--- src/rtl/id_ex_stage_reg_pkg.sv ---
// Shared pipeline definitions for the ID/EX stage register.
// Holds the default field widths, the ALU op encodings, the $zero register
// number and the EX/MEM/WB control bundles carried down the pipeline.
package id_ex_stage_reg_pkg;

    localparam int unsigned DFLT_DATA_W     = 32;
    localparam int unsigned DFLT_REG_ADDR_W = 5;
    localparam int unsigned DFLT_ALUOP_W    = 2;

    typedef logic [DFLT_ALUOP_W-1:0] aluop_t;

    // ALU op encodings handed to the EX-stage ALU control
    localparam aluop_t ALUOP_ADD   = 2'b00;  // loads/stores: address add
    localparam aluop_t ALUOP_SUB   = 2'b01;  // beq: compare by subtract
    localparam aluop_t ALUOP_FUNCT = 2'b10;  // R-type: decode funct field
    localparam aluop_t ALUOP_IMM   = 2'b11;  // immediate arithmetic/logic

    localparam logic [DFLT_REG_ADDR_W-1:0] REG_ZERO = 5'd0;

    typedef struct packed {
        logic   regDst;
        logic   aluSrc;
        aluop_t aluOp;
    } ex_ctrl_t;

    typedef struct packed {
        logic memRead;
        logic memWrite;
    } mem_ctrl_t;

    typedef struct packed {
        logic regWrite;
        logic memToReg;
    } wb_ctrl_t;

    // Complete control word held in ID/EX
    typedef struct packed {
        logic      valid;
        wb_ctrl_t  wb;
        mem_ctrl_t mem;
        ex_ctrl_t  ex;
    } ctrl_t;

endpackage

--- src/rtl/id_ex_stage_reg_if.sv ---
// Decode-to-EX bus of the ID/EX stage register.
// id_*       : decoded instruction presented by the decode stage
// ID_EX_*    : registered copy seen by the EX-stage muxes and forwarding unit
// ld_use_hold: combinational hold request for the PC and IF/ID
// bubble_count / flush_count: performance counters (zero unless enabled)
// master = decode side / observer, slave = the stage register.
interface id_ex_stage_reg_if #(
    parameter int unsigned DATA_W     = id_ex_stage_reg_pkg::DFLT_DATA_W,
    parameter int unsigned REG_ADDR_W = id_ex_stage_reg_pkg::DFLT_REG_ADDR_W,
    parameter int unsigned ALUOP_W    = id_ex_stage_reg_pkg::DFLT_ALUOP_W
);

    logic                  id_valid;
    logic                  id_regWrite;
    logic                  id_memRead;
    logic                  id_memWrite;
    logic                  id_memToReg;
    logic                  id_aluSrc;
    logic                  id_regDst;
    logic [ALUOP_W-1:0]    id_aluOp;
    logic [REG_ADDR_W-1:0] id_rs;
    logic [REG_ADDR_W-1:0] id_rt;
    logic [REG_ADDR_W-1:0] id_rd;
    logic [DATA_W-1:0]     id_readData1;
    logic [DATA_W-1:0]     id_readData2;
    logic [DATA_W-1:0]     id_imm;
    logic [DATA_W-1:0]     id_pc4;

    logic                  ID_EX_valid;
    logic                  ID_EX_regWrite;
    logic                  ID_EX_memRead;
    logic                  ID_EX_memWrite;
    logic                  ID_EX_memToReg;
    logic                  ID_EX_aluSrc;
    logic                  ID_EX_regDst;
    logic [ALUOP_W-1:0]    ID_EX_aluOp;
    logic [REG_ADDR_W-1:0] ID_EX_rs;
    logic [REG_ADDR_W-1:0] ID_EX_rt;
    logic [REG_ADDR_W-1:0] ID_EX_rd;
    logic [DATA_W-1:0]     ID_EX_readData1;
    logic [DATA_W-1:0]     ID_EX_readData2;
    logic [DATA_W-1:0]     ID_EX_imm;
    logic [DATA_W-1:0]     ID_EX_pc4;

    logic                  ld_use_hold;
    logic [31:0]           bubble_count;
    logic [31:0]           flush_count;

    modport master (
        output id_valid, id_regWrite, id_memRead, id_memWrite, id_memToReg,
               id_aluSrc, id_regDst, id_aluOp, id_rs, id_rt, id_rd,
               id_readData1, id_readData2, id_imm, id_pc4,
        input  ID_EX_valid, ID_EX_regWrite, ID_EX_memRead, ID_EX_memWrite,
               ID_EX_memToReg, ID_EX_aluSrc, ID_EX_regDst, ID_EX_aluOp,
               ID_EX_rs, ID_EX_rt, ID_EX_rd, ID_EX_readData1, ID_EX_readData2,
               ID_EX_imm, ID_EX_pc4, ld_use_hold, bubble_count, flush_count
    );

    modport slave (
        input  id_valid, id_regWrite, id_memRead, id_memWrite, id_memToReg,
               id_aluSrc, id_regDst, id_aluOp, id_rs, id_rt, id_rd,
               id_readData1, id_readData2, id_imm, id_pc4,
        output ID_EX_valid, ID_EX_regWrite, ID_EX_memRead, ID_EX_memWrite,
               ID_EX_memToReg, ID_EX_aluSrc, ID_EX_regDst, ID_EX_aluOp,
               ID_EX_rs, ID_EX_rt, ID_EX_rd, ID_EX_readData1, ID_EX_readData2,
               ID_EX_imm, ID_EX_pc4, ld_use_hold, bubble_count, flush_count
    );

endinterface

--- src/rtl/id_ex_stage_reg_load_use_detect.sv ---
// Load-use hazard detector: asks upstream to hold when the load sitting in
// ID/EX writes a register the decoding instruction reads.
// Ports: ex_* = instruction currently in ID/EX, id_* = decoding instruction,
// squash_i = flush in progress (kills the request), ld_use_hold_c = request.
// Reusable by the IF/ID register and PC hold logic.
module id_ex_stage_reg_load_use_detect
    import id_ex_stage_reg_pkg::*;
#(
    parameter int unsigned REG_ADDR_W = DFLT_REG_ADDR_W
) (
    input  logic                  ex_valid_i,
    input  logic                  ex_mem_read_i,
    input  logic [REG_ADDR_W-1:0] ex_rt_i,
    input  logic                  id_valid_i,
    input  logic [REG_ADDR_W-1:0] id_rs_i,
    input  logic [REG_ADDR_W-1:0] id_rt_i,
    input  logic                  squash_i,
    output logic                  ld_use_hold_c
);

    logic rt_nonzero;
    logic rt_match;

    // $zero is never a real dependency
    assign rt_nonzero = (ex_rt_i != REG_ADDR_W'(REG_ZERO));
    assign rt_match   = (ex_rt_i == id_rs_i) || (ex_rt_i == id_rt_i);

    assign ld_use_hold_c = ex_valid_i && ex_mem_read_i && id_valid_i &&
                           rt_nonzero && rt_match && !squash_i;

endmodule

--- src/rtl/id_ex_stage_reg.sv ---
// ID/EX pipeline register of the 5-stage MIPS core with load-use bubble
// insertion, external freeze (stall) and branch squash (flush).
// Ports: clk, rst_n (synchronous, active low), stall, flush, and the bus
// interface (slave) carrying id_* in, ID_EX_* / ld_use_hold / counters out.
// Optional build macro ID_EX_PERF_CNT_EN adds saturating bubble and flush
// counters; without it both counter outputs are tied to zero.
module id_ex_stage_reg
    import id_ex_stage_reg_pkg::*;
#(
    parameter int unsigned DATA_W     = DFLT_DATA_W,
    parameter int unsigned REG_ADDR_W = DFLT_REG_ADDR_W,
    parameter int unsigned ALUOP_W    = DFLT_ALUOP_W
) (
    input  logic clk,
    input  logic rst_n,
    input  logic stall,
    input  logic flush,
    id_ex_stage_reg_if.slave bus
);

    localparam int unsigned CNT_W = 32;

    typedef struct packed {
        ctrl_t                 ctrl;
        logic [REG_ADDR_W-1:0] rs;
        logic [REG_ADDR_W-1:0] rt;
        logic [REG_ADDR_W-1:0] rd;
        logic [DATA_W-1:0]     rd1;
        logic [DATA_W-1:0]     rd2;
        logic [DATA_W-1:0]     imm;
        logic [DATA_W-1:0]     pc4;
    } stage_t;

    stage_t stage_q;
    stage_t stage_d;
    stage_t id_stage;
    logic   ld_use_hold;

    id_ex_stage_reg_load_use_detect #(
        .REG_ADDR_W (REG_ADDR_W)
    ) u_load_use_detect (
        .ex_valid_i    (stage_q.ctrl.valid),
        .ex_mem_read_i (stage_q.ctrl.mem.memRead),
        .ex_rt_i       (stage_q.rt),
        .id_valid_i    (bus.id_valid),
        .id_rs_i       (bus.id_rs),
        .id_rt_i       (bus.id_rt),
        .squash_i      (flush),
        .ld_use_hold_c (ld_use_hold)
    );

    // Incoming decode slot; side-effecting controls are gated by id_valid
    always_comb begin
        id_stage                   = '0;
        id_stage.ctrl.valid        = bus.id_valid;
        id_stage.ctrl.wb.regWrite  = bus.id_regWrite & bus.id_valid;
        id_stage.ctrl.wb.memToReg  = bus.id_memToReg;
        id_stage.ctrl.mem.memRead  = bus.id_memRead & bus.id_valid;
        id_stage.ctrl.mem.memWrite = bus.id_memWrite & bus.id_valid;
        id_stage.ctrl.ex.regDst    = bus.id_regDst;
        id_stage.ctrl.ex.aluSrc    = bus.id_aluSrc;
        id_stage.ctrl.ex.aluOp     = bus.id_aluOp;
        id_stage.rs                = bus.id_rs;
        id_stage.rt                = bus.id_rt;
        id_stage.rd                = bus.id_rd;
        id_stage.rd1               = bus.id_readData1;
        id_stage.rd2               = bus.id_readData2;
        id_stage.imm               = bus.id_imm;
        id_stage.pc4               = bus.id_pc4;
    end

    // Next-state: flush beats stall so a squashed slot never persists
    always_comb begin
        stage_d = stage_q;
        if (flush) begin
            stage_d = '0;
        end else if (!stall) begin
            if (ld_use_hold) begin
                stage_d = '0;
            end else begin
                stage_d = id_stage;
            end
        end
    end

    // Pipeline register
    always_ff @(posedge clk) begin
        if (!rst_n) begin
            stage_q <= '0;
        end else begin
            stage_q <= stage_d;
        end
    end

    assign bus.ID_EX_valid     = stage_q.ctrl.valid;
    assign bus.ID_EX_regWrite  = stage_q.ctrl.wb.regWrite;
    assign bus.ID_EX_memToReg  = stage_q.ctrl.wb.memToReg;
    assign bus.ID_EX_memRead   = stage_q.ctrl.mem.memRead;
    assign bus.ID_EX_memWrite  = stage_q.ctrl.mem.memWrite;
    assign bus.ID_EX_regDst    = stage_q.ctrl.ex.regDst;
    assign bus.ID_EX_aluSrc    = stage_q.ctrl.ex.aluSrc;
    assign bus.ID_EX_aluOp     = stage_q.ctrl.ex.aluOp;
    assign bus.ID_EX_rs        = stage_q.rs;
    assign bus.ID_EX_rt        = stage_q.rt;
    assign bus.ID_EX_rd        = stage_q.rd;
    assign bus.ID_EX_readData1 = stage_q.rd1;
    assign bus.ID_EX_readData2 = stage_q.rd2;
    assign bus.ID_EX_imm       = stage_q.imm;
    assign bus.ID_EX_pc4       = stage_q.pc4;
    assign bus.ld_use_hold     = ld_use_hold;

`ifdef ID_EX_PERF_CNT_EN
    logic [CNT_W-1:0] bubble_cnt_q;
    logic [CNT_W-1:0] bubble_cnt_d;
    logic [CNT_W-1:0] flush_cnt_q;
    logic [CNT_W-1:0] flush_cnt_d;

    // Saturating counters; a stall freezes bubbles but flushes still count
    always_comb begin
        bubble_cnt_d = bubble_cnt_q;
        flush_cnt_d  = flush_cnt_q;
        if (!flush && !stall && ld_use_hold && (bubble_cnt_q != '1)) begin
            bubble_cnt_d = bubble_cnt_q + CNT_W'(1);
        end
        if (flush && (flush_cnt_q != '1)) begin
            flush_cnt_d = flush_cnt_q + CNT_W'(1);
        end
    end

    always_ff @(posedge clk) begin
        if (!rst_n) begin
            bubble_cnt_q <= '0;
            flush_cnt_q  <= '0;
        end else begin
            bubble_cnt_q <= bubble_cnt_d;
            flush_cnt_q  <= flush_cnt_d;
        end
    end

    assign bus.bubble_count = bubble_cnt_q;
    assign bus.flush_count  = flush_cnt_q;
`else
    assign bus.bubble_count = CNT_W'(0);
    assign bus.flush_count  = CNT_W'(0);
`endif

endmodule

--- src/flat_wrapper.sv ---
// flat-port wrapper written by rule: the top's interface ports become plain ports
module id_ex_stage_reg_flat import id_ex_stage_reg_pkg::*;
#(
    parameter int unsigned DATA_W     = DFLT_DATA_W,
    parameter int unsigned REG_ADDR_W = DFLT_REG_ADDR_W,
    parameter int unsigned ALUOP_W    = DFLT_ALUOP_W
)
  (clk, rst_n, stall, flush, bus_id_valid, bus_id_regWrite, bus_id_memRead, bus_id_memWrite, bus_id_memToReg, bus_id_aluSrc, bus_id_regDst, bus_id_aluOp, bus_id_rs, bus_id_rt, bus_id_rd, bus_id_readData1, bus_id_readData2, bus_id_imm, bus_id_pc4, bus_ID_EX_valid, bus_ID_EX_regWrite, bus_ID_EX_memRead, bus_ID_EX_memWrite, bus_ID_EX_memToReg, bus_ID_EX_aluSrc, bus_ID_EX_regDst, bus_ID_EX_aluOp, bus_ID_EX_rs, bus_ID_EX_rt, bus_ID_EX_rd, bus_ID_EX_readData1, bus_ID_EX_readData2, bus_ID_EX_imm, bus_ID_EX_pc4, bus_ld_use_hold, bus_bubble_count, bus_flush_count);
  id_ex_stage_reg_if #(.DATA_W(DATA_W), .REG_ADDR_W(REG_ADDR_W), .ALUOP_W(ALUOP_W)) bus_i ();
  input  logic clk;
  input  logic rst_n;
  input  logic stall;
  input  logic flush;
  input wire logic [$bits(bus_i.id_valid)-1:0] bus_id_valid;
  input wire logic [$bits(bus_i.id_regWrite)-1:0] bus_id_regWrite;
  input wire logic [$bits(bus_i.id_memRead)-1:0] bus_id_memRead;
  input wire logic [$bits(bus_i.id_memWrite)-1:0] bus_id_memWrite;
  input wire logic [$bits(bus_i.id_memToReg)-1:0] bus_id_memToReg;
  input wire logic [$bits(bus_i.id_aluSrc)-1:0] bus_id_aluSrc;
  input wire logic [$bits(bus_i.id_regDst)-1:0] bus_id_regDst;
  input wire logic [$bits(bus_i.id_aluOp)-1:0] bus_id_aluOp;
  input wire logic [$bits(bus_i.id_rs)-1:0] bus_id_rs;
  input wire logic [$bits(bus_i.id_rt)-1:0] bus_id_rt;
  input wire logic [$bits(bus_i.id_rd)-1:0] bus_id_rd;
  input wire logic [$bits(bus_i.id_readData1)-1:0] bus_id_readData1;
  input wire logic [$bits(bus_i.id_readData2)-1:0] bus_id_readData2;
  input wire logic [$bits(bus_i.id_imm)-1:0] bus_id_imm;
  input wire logic [$bits(bus_i.id_pc4)-1:0] bus_id_pc4;
  output wire logic [$bits(bus_i.ID_EX_valid)-1:0] bus_ID_EX_valid;
  output wire logic [$bits(bus_i.ID_EX_regWrite)-1:0] bus_ID_EX_regWrite;
  output wire logic [$bits(bus_i.ID_EX_memRead)-1:0] bus_ID_EX_memRead;
  output wire logic [$bits(bus_i.ID_EX_memWrite)-1:0] bus_ID_EX_memWrite;
  output wire logic [$bits(bus_i.ID_EX_memToReg)-1:0] bus_ID_EX_memToReg;
  output wire logic [$bits(bus_i.ID_EX_aluSrc)-1:0] bus_ID_EX_aluSrc;
  output wire logic [$bits(bus_i.ID_EX_regDst)-1:0] bus_ID_EX_regDst;
  output wire logic [$bits(bus_i.ID_EX_aluOp)-1:0] bus_ID_EX_aluOp;
  output wire logic [$bits(bus_i.ID_EX_rs)-1:0] bus_ID_EX_rs;
  output wire logic [$bits(bus_i.ID_EX_rt)-1:0] bus_ID_EX_rt;
  output wire logic [$bits(bus_i.ID_EX_rd)-1:0] bus_ID_EX_rd;
  output wire logic [$bits(bus_i.ID_EX_readData1)-1:0] bus_ID_EX_readData1;
  output wire logic [$bits(bus_i.ID_EX_readData2)-1:0] bus_ID_EX_readData2;
  output wire logic [$bits(bus_i.ID_EX_imm)-1:0] bus_ID_EX_imm;
  output wire logic [$bits(bus_i.ID_EX_pc4)-1:0] bus_ID_EX_pc4;
  output wire logic [$bits(bus_i.ld_use_hold)-1:0] bus_ld_use_hold;
  output wire logic [$bits(bus_i.bubble_count)-1:0] bus_bubble_count;
  output wire logic [$bits(bus_i.flush_count)-1:0] bus_flush_count;
  assign bus_i.id_valid = bus_id_valid;
  assign bus_i.id_regWrite = bus_id_regWrite;
  assign bus_i.id_memRead = bus_id_memRead;
  assign bus_i.id_memWrite = bus_id_memWrite;
  assign bus_i.id_memToReg = bus_id_memToReg;
  assign bus_i.id_aluSrc = bus_id_aluSrc;
  assign bus_i.id_regDst = bus_id_regDst;
  assign bus_i.id_aluOp = bus_id_aluOp;
  assign bus_i.id_rs = bus_id_rs;
  assign bus_i.id_rt = bus_id_rt;
  assign bus_i.id_rd = bus_id_rd;
  assign bus_i.id_readData1 = bus_id_readData1;
  assign bus_i.id_readData2 = bus_id_readData2;
  assign bus_i.id_imm = bus_id_imm;
  assign bus_i.id_pc4 = bus_id_pc4;
  assign bus_ID_EX_valid = bus_i.ID_EX_valid;
  assign bus_ID_EX_regWrite = bus_i.ID_EX_regWrite;
  assign bus_ID_EX_memRead = bus_i.ID_EX_memRead;
  assign bus_ID_EX_memWrite = bus_i.ID_EX_memWrite;
  assign bus_ID_EX_memToReg = bus_i.ID_EX_memToReg;
  assign bus_ID_EX_aluSrc = bus_i.ID_EX_aluSrc;
  assign bus_ID_EX_regDst = bus_i.ID_EX_regDst;
  assign bus_ID_EX_aluOp = bus_i.ID_EX_aluOp;
  assign bus_ID_EX_rs = bus_i.ID_EX_rs;
  assign bus_ID_EX_rt = bus_i.ID_EX_rt;
  assign bus_ID_EX_rd = bus_i.ID_EX_rd;
  assign bus_ID_EX_readData1 = bus_i.ID_EX_readData1;
  assign bus_ID_EX_readData2 = bus_i.ID_EX_readData2;
  assign bus_ID_EX_imm = bus_i.ID_EX_imm;
  assign bus_ID_EX_pc4 = bus_i.ID_EX_pc4;
  assign bus_ld_use_hold = bus_i.ld_use_hold;
  assign bus_bubble_count = bus_i.bubble_count;
  assign bus_flush_count = bus_i.flush_count;
  id_ex_stage_reg #(.DATA_W(DATA_W), .REG_ADDR_W(REG_ADDR_W), .ALUOP_W(ALUOP_W)) u_core (.clk(clk), .rst_n(rst_n), .stall(stall), .flush(flush), .bus(bus_i));
endmodule
--- config.mk ---
export PLATFORM = sky130hd
export DESIGN_NAME = id_ex_stage_reg_flat
export DESIGN_NICKNAME = d
export VERILOG_FILES = /design/src/rtl/id_ex_stage_reg_pkg.sv /design/src/rtl/id_ex_stage_reg_if.sv /design/src/rtl/id_ex_stage_reg_load_use_detect.sv /design/src/rtl/id_ex_stage_reg.sv /design/src/flat_wrapper.sv
export SDC_FILE = /design/constraint.sdc
export NUM_CORES = 1
export LEC_CHECK = 0
export BUFFER_PORTS_ARGS = -buffer_cell sky130_fd_sc_hd__buf_2
export CAP_MARGIN = 20
export CORE_MARGIN = 4
export CORE_UTILIZATION = 29
export CTS_BUF_LIST = sky130_fd_sc_hd__clkbuf_4
export DETAILED_ROUTE_END_ITERATION = 7
export SETUP_SLACK_MARGIN = 0.05
export SLEW_MARGIN = 40
export SYNTH_ARGS = -nofsm -noshare
export SYNTH_HDL_FRONTEND = slang
export SYNTH_SLANG_ARGS = --single-unit
--- constraint.sdc ---
create_clock -name clk -period 2.4 [get_ports clk]
set_clock_uncertainty 0.2 [all_clocks]
set_input_delay 0.48 -clock clk [delete_from_list [all_inputs] [get_ports clk]]
set_output_delay 0.48 -clock clk [all_outputs]
set_load 0.1 [all_outputs]
# After elaboration in Yosys (flattened, before gate mapping)
# Cells that the tools add are included.
# totals
ff_bits	152
in_bits	156
elab_cells	31
# op_classes
eq_ne	2
n_mux	1
bitwise	4
n_reduce_logical	9
# ops
cell	count
2-to-1 mux 152 bit	1
equality test 5 bit	2
logical AND 1 bit	5
nonzero test 5 bit	1
AND 1 bit	3
OR reduction 2 bit	1
zero test 1 bit	1
logical OR 1 bit	1
NOT 1 bit	1

# Depth between registers and ports, before layout
# Gate-level depths: netlist of run 1.
# depth
depth_word	6
mapped_depth	6

# Hierarchy
# A second synthesis of run 1 with hierarchy kept.
# hier_totals
cells_unflattened	758
area_unflattened_um2	6792.8
# modules_own_cells
mod	n_inst	cells_each	area_each_um2
id_ex_stage_reg	1	740	6652.6
id_ex_stage_reg_load_use_detect	1	18	140.1

# Worst setup path before layout of run 1
# OpenSTA, ideal clock, no wires.
# synth_timing
kind	register to output
startpoint	register u_core.stage_q, in the netlist u_core.bus.ID_EX_rt[4]
endpoint	output port bus_ld_use_hold
arrival_ps	3277
required_time_ps	1720
slack_ps	-1557
stages_incl_launch_ff	6
n_path_buf	1
cell_sequence	dfxtp_1 > xnor2_1 > nand3_1 > o22ai_2 > clkbuf_1 > nor2b_1
# synth_between
elab_chain_len	4
elab_cells_between_ends	7
cone_classes	eq/ne (2); reduce/logical (5)
# synth_rtl
item	line	rtl
start: declaration	id_ex_stage_reg.sv:34	stage_t stage_q;
start signal: assignment	id_ex_stage_reg.sv:91	stage_q <= stage_d;
equality test 5 bit / nonzero test 5 bit (equally long branches)	id_ex_stage_reg_load_use_detect.sv:26, id_ex_stage_reg_load_use_detect.sv:25	
logical OR 1 bit / logical AND 1 bit (equally long branches)	id_ex_stage_reg_load_use_detect.sv:26, id_ex_stage_reg_load_use_detect.sv:28	
logical AND 1 bit (*) (2 in a row)	id_ex_stage_reg_load_use_detect.sv:29	rt_nonzero && rt_match && !squash_i;
end: declaration	flat_wrapper.sv:44	output wire logic [$bits(bus_i.ld_use_hold)-1:0] bus_ld_use_hold;
# Mark *: on every way between the ends. The rest lies on a longest branch, timed or not.

# Final worst setup path of run 1
# layout_timing
startpoint	register u_core.stage_q, in the netlist u_core.bus.ID_EX_rt[3]
endpoint	output port bus_ld_use_hold
# Same word-level chain as after synthesis.

==> results of run 1 <==
## logic make-up after synthesis
group | count (synthesis) | synth area share (%)
AO/OA/AOI/OAI | 306 | 31.2
XOR/XNOR | 10 | 1.30
buffers and inverters | 146 | 12.7
flip-flops | 152 | 45.1
other | 1 | 0.0555
AND/OR/NAND/NOR | 164 | 9.71
## repair_timing
action                                  CTS  global route
pin swaps                                 2             3
endpoints found under the setup margin    1             1
gates resized for setup                   1             2
hold endpoints to repair                152             0
cloned                                    0             0
hold buffers                            155             0
buffers inserted                          2             1
## cell usage after synthesis
| library cell | number |
|---|---|
| dfxtp_1 | 152 |
| nand2_1 | 151 |
| a32oi_1 | 149 |
| o21ai_0 | 122 |
| buf_4 | 65 |
| clkbuf_1 | 64 |
| o21ai_1 | 30 |
| xnor2_1 | 10 |
| buf_2 | 8 |
| buf_6 | 7 |
| nand3_1 | 5 |
| a22oi_1 | 3 |
| and3_1 | 3 |
| buf_1 | 2 |
| and3b_1 | 1 |
| and4b_1 | 1 |
| conb_1 | 1 |
| nor2b_1 | 1 |
| nor3b_2 | 1 |
| o21ai_2 | 1 |
| o22ai_2 | 1 |
| or4_1 | 1 |
## report_power, final
| part | switching, mW | internal, mW |
|---|---|---|
| Sequential | 0.0880 | 2.68 |
| Combinational | 2.01 | 0.513 |
| Clock | 0.997 | 0.636 |
## critical path, stage by stage, from the launching register on
cell and delay (ps):
dfxtp_4 390, or4_4 550, o21ai_4 170, nor2b_4 70, buf_12 170
## final cells by class
| type | count | area, um^2 | area share, % |
|---|---|---|---|
| timing repair buffer | 486 | 3430 | 33.3 |
| multi-input combinational | 544 | 3140 | 30.4 |
| sequential | 152 | 3070 | 29.7 |
| tap | 313 | 392 | 3.79 |
| clock inverter | 13 | 145 | 1.41 |
| clock buffer | 18 | 135 | 1.31 |
| antenna | 3 | 7.51 | 0.0727 |
## registers in the layout (all words and copies together), names as in the netlist
register and flops:
u_core.bus.ID_EX_rt 5, u_core.bus.ID_EX_rs 5, u_core.bus.ID_EX_memWrite 1, u_core.bus.ID_EX_regWrite 1, u_core.bus.ID_EX_aluOp 2, u_core.bus.ID_EX_rd 5, u_core.bus.ID_EX_readData1 32, u_core.bus.ID_EX_imm 32
u_core.bus.ID_EX_pc4 32, u_core.bus.ID_EX_aluSrc 1, u_core.bus.ID_EX_valid 1, u_core.bus.ID_EX_readData2 32, u_core.bus.ID_EX_memRead 1, u_core.bus.ID_EX_regDst 1, u_core.bus.ID_EX_memToReg 1
## final timing paths
check                                 start                              to  slack (ps)
min                            bus_id_valid          u_core.bus.ID_EX_valid          90
max                  u_core.bus.ID_EX_rt[3]                 bus_ld_use_hold        -160
min reg2reg  u_core.bus.ID_EX_readData1[26]  u_core.bus.ID_EX_readData1[26]         280
max reg2reg          u_core.bus.ID_EX_rt[3]        u_core.bus.ID_EX_imm[18]         230
## cell usage in the layout, fill, tap and decap left out, types with 2 or more instances in the layout
cell type      count
o21ai_0          122
clkinvlp_4         5
dfxtp_1          145
conb_1            64
nand3_1            5
dfxtp_4            7
o21ai_1           30
xnor2_1            9
a32oi_1          149
inv_6              5
buf_4             10
diode_2            3
nand2_1          151
a22oi_1            3
and3_1             3
dlygate4sd3_1    155
bufinv_16          2
clkbuf_4          18
buf_12            13
buf_2            307
## per-stage QoR
stage | cell area (um^2) | setup slack [ps] | instances | hold slack (ps)
after floorplan | 7040 | -54.4 | 842 | 409
after global placement | 8440 | 191 | 1337 | 242
after detailed placement | 8440 | 204 | 1337 | 247
after CTS | 10300 | -268 | 1525 | 29.2
after global routing | 10300 | -291 | 1528 | 54.3
final | 10300 | -163 | 1529 | 94.2
## routing by layer
| layer | share of wire, % | up-vias | track usage (%) |
|---|---|---|---|
| li1 | - | 3632 | - |
| met1 | 41 | 3387 | 20.0 |
| met2 | 49 | 313 | 28.1 |
| met3 | 6.5 | 43 | 4.16 |
| met4 | 3.0 | 0 | 6.77 |
| met5 | 0 | - | 0 |
==> impl_metrics.py, run 1 <==
metrics = {
    "clock_network": {
        "numCtsBuffers": 17,
        "clk_pin_slew_ps": 150,
        "cts_tree": "done",
        "clockRootBuffer": "clkbuf_4",
        "insertion_delay_ps": 530,
        "clock-sinks": 152,
        "cts_max_path_buffers": 2,
        "htreeDepth": 4,
    },
    "final_layout": {
        "fin_util_pct": 45.3,
        "fin_nets": 1357,
        "layout-drive-gt1-share_pct": 30.9,
        "num-fill-cells": 2170,
        "areaGrowthSynthToFinish_pct": 52.8,
    },
    "die": {
        "rows": 55,
        "initial_core_util_pct": 29.7,
        "die-height_um": 161,
        "die_x_um": 161,
        "design.core.area_um2": 22800,
        "io_pins": 373,
        "fp.dieArea_um2": 25800,
    },
    "sta": {
        "finalWorstSetupSlack_ps": -163,
        "relSlewSlack_pct": 65.7,
        "slew_viol_final": 0,
        "hold_viol_final": 0,
        "tns_ps": -163,
        "rsz0062_at_grt": "yes",
        "fin_crit_sh_pct": 107,
        "setup_viol": 1,
        "fin_crit_ps": 2560,
        "fmax_ghz": 0.390,
        "tightest_slew_ps": 518,
    },
    "worst_hold_path": {
        "hold_path.class": "in -> reg",
        "hold_depth": 3,
    },
    "grt": {
        "antenna_found_initial": 2,
        "grt_pass1_vias": 6879,
        "track_usage_pct": 16.5,
        "grt_max_degree": 81,
        "grt_pass1_wl_um": 36000,
        "grt-ovfl-total": 0,
    },
    "setup_path": {
        "critPathKind": "reg -> out",
        "endpoint_kind": "output port",
        "critPathRequiredTime_ps": 1720,
        "r2r_cells": 6,
        "cp-start-kind": "flop",
        "crit_arrival_ps": 1880,
        "cp_max_fo": 4,
    },
    "logic_synthesis": {
        "synth.top_cell.area_share_pct": 45.1,
        "synth.avg_cell_area_um2": 8.67,
        "synth_cell_type_count": 22,
        "yosysSeqAreaShare_pct": 45.1,
        "netlist_instances": 779,
        "synth_top_cell_by_area": "dfxtp_1",
        "yosys_warnings": 0,
        "ys_ff_latch": 152,
        "synth.top_cells.by_area": "dfxtp_1, a32oi_1, o21ai_0",
        "synth_area_um2": 6750,
    },
    "status": {
        "status": "complete, but fails checks",
        "violations": "negative setup slack",
    },
    "power_and_ir_drop": {
        "power_density_nw_per_um2": 672,
        "irDropWorstVdd_uv": 327,
        "power_mw": 6.93,
        "p_leak_nw": 4.36,
    },
    "route": {
        "drt_first_pass_iters": 5,
        "viasPerCell": 4.82,
        "totalWireLength_um": 23000,
        "final_antenna_net_count": 0,
        "drt_iter0_markers": 480,
        "num_vias": 7375,
        "drc": 0,
        "wl_per_cell_um": 15.0,
    },
    "placed_design": {
        "place_hpwl_um": 14500,
        "place_congestion": 0.762,
        "portBuffers": 308,
    },
    "flow_run": {
        "drv_cap": 0,
    },
}
Note: power is estimated with default switching activity, not from simulation.
==> inputs of run 2 (changes only) <==
--- a/config.mk
+++ b/config.mk
@@ -12,6 +12,7 @@
 export CTS_BUF_LIST = sky130_fd_sc_hd__clkbuf_4
 export DETAILED_ROUTE_END_ITERATION = 7
 export SETUP_SLACK_MARGIN = 0.05
+export SKIP_CTS_REPAIR_TIMING = 1
 export SLEW_MARGIN = 40
 export SYNTH_ARGS = -nofsm -noshare
 export SYNTH_HDL_FRONTEND = slang
==> impl_metrics.py, run 2 (synthesis results as in run 1) <==
metrics = {
    "status": {
        "status": "complete, but fails checks",
        "violations": "negative setup slack",
    },
    "grt": {
        "grt-ovfl-total": 0,
        "track_usage_pct": 15.1,
        "antenna_found_initial": 2,
        "grt_pass1_wl_um": 32300,
        "grt_pass1_vias": 5933,
        "grt_max_degree": 81,
    },
    "final_layout": {
        "fin_nets": 1355,
        "fin_area_um2": 10300,
        "layout-drive-gt1-share_pct": 30.9,
        "areaGrowthSynthToFinish_pct": 52.3,
        "final_common_cell": "buf_2",
        "final_cell_mix": "buf_2, dlygate4sd3_1, nand2_1, a32oi_1, dfxtp_1",
        "layoutNonFillerInstCount": 1526,
    },
    "setup_path": {
        "rr_startpoint": "u_core.bus.ID_EX_rt[0]",
        "rr_endpoint": "u_core.bus.ID_EX_imm[9]",
        "critPathRequiredTime_ps": 1720,
        "crit_arrival_ps": 1910,
        "critPathKind": "reg -> out",
        "r2r_cells": 7,
        "worst-r2r-setup-slack_ps": 110,
        "cp-start-kind": "flop",
        "endpoint_kind": "output port",
        "cp_max_fo": 5,
    },
    "clock_network": {
        "clk_pin_slew_ps": 150,
        "numCtsBuffers": 17,
        "htreeDepth": 4,
        "cts_max_path_buffers": 2,
        "clockRootBuffer": "clkbuf_4",
        "insertion_delay_ps": 530,
        "cts_tree": "done",
        "clock-sinks": 152,
    },
    "sta": {
        "hold_viol_final": 0,
        "slew_viol_final": 0,
        "fmax_ghz": 0.386,
        "relSlewSlack_pct": 65.9,
        "tns_ps": -190,
        "fin_crit_ps": 2590,
        "rsz0062_at_grt": "yes",
        "tightest_slew_ps": 515,
        "finalWorstSetupSlack_ps": -190,
        "setup_viol": 1,
        "fin_crit_sh_pct": 108,
    },
    "route": {
        "wl_per_cell_um": 15.2,
        "drt_first_pass_iters": 5,
        "drc": 0,
        "num_vias": 7337,
        "viasPerCell": 4.81,
        "drt_iter0_markers": 524,
        "final_antenna_net_count": 0,
        "totalWireLength_um": 23300,
    },
    "die": {
        "initial_core_util_pct": 29.7,
        "die-height_um": 161,
        "die_x_um": 161,
        "io_pins": 373,
        "design.core.area_um2": 22800,
        "fp.dieArea_um2": 25800,
        "rows": 55,
    },
    "placed_design": {
        "placed_cells": 1337,
        "pre_cts_ws_ps": 204,
        "place_congestion": 0.762,
        "placed_cell_area_um2": 8440,
        "portBuffers": 308,
        "place_hpwl_um": 14500,
    },
    "power_and_ir_drop": {
        "p_leak_nw": 4.35,
        "power_mw": 6.94,
        "irDropWorstVdd_uv": 329,
        "power_density_nw_per_um2": 674,
    },
    "worst_hold_path": {
        "hold_depth": 3,
        "hold_path.class": "in -> reg",
        "min_to": "u_core.bus.ID_EX_memRead",
        "holdCritStartpoint": "bus_id_valid",
    },
    "flow_run": {
        "drv_cap": 0,
    },
}
-- run 2: cell types whose count changed in the layout (fill, tap and decap cells not counted), sizes merged --
| cell | delta |
|---|---|
| dlygate4sd3 | -2 |
| diode | -1 |
-- run 2: how the worst max path moves through the flow --
stage                            from  slack, ps         endpoint
4_1_cts        u_core.bus.ID_EX_rt[0]       -430  bus_ld_use_hold
6_report       u_core.bus.ID_EX_rt[0]       -190  bus_ld_use_hold
5_1_grt        u_core.bus.ID_EX_rt[0]       -320  bus_ld_use_hold
3_5_place_dp             bus_id_rs[4]        200  bus_ld_use_hold
2_1_floorplan  u_core.bus.ID_EX_rt[4]        -50  bus_ld_use_hold
3_3_place_gp             bus_id_rs[4]        190  bus_ld_use_hold
-- run 2: final cells by class --
cell class | instances | area [um^2]
timing repair buffer | 484 | 3410
multi-input combinational | 544 | 3130
fill | 2178 | 12500
tap | 313 | 392
sequential | 152 | 3070
antenna | 2 | 5.00
clock buffer | 18 | 135
clock inverter | 13 | 145
-- run 2: layer usage --
metal  share of wire [%]  global-route usage (%)  vias to the layer above
met1                  41                    18.8                     3386
met3                 6.4                    4.62                       23
met2                  50                    24.9                      299
met5                   0                       0                        -
met4                 1.6                    4.73                        0
li1                    -                       -                     3629
-- run 2: stage by stage --
stage               hold WS [ps]  util, %
floorplan                    409        -
global route                12.6     45.2
finish                      59.4     45.2
CTS                         -114     38.3
global placement             242     37.1
detailed placement           247     37.1
-- run 2: where the power goes --
part / internal, mW / total [mW] / switching [mW]
registers: 2.68 / 2.77 / 0.0885
clock network: 0.637 / 1.64 / 1.01
logic: 0.508 / 2.52 / 2.01
total: 3.83 / 6.94 / 3.11
-- run 2: critical path, cell delays in order (launching register included) --
cell and delay (ps):
dfxtp_4 390, or4_4 550, o21ai_4 190, nor2b_4 70
buf_12 170
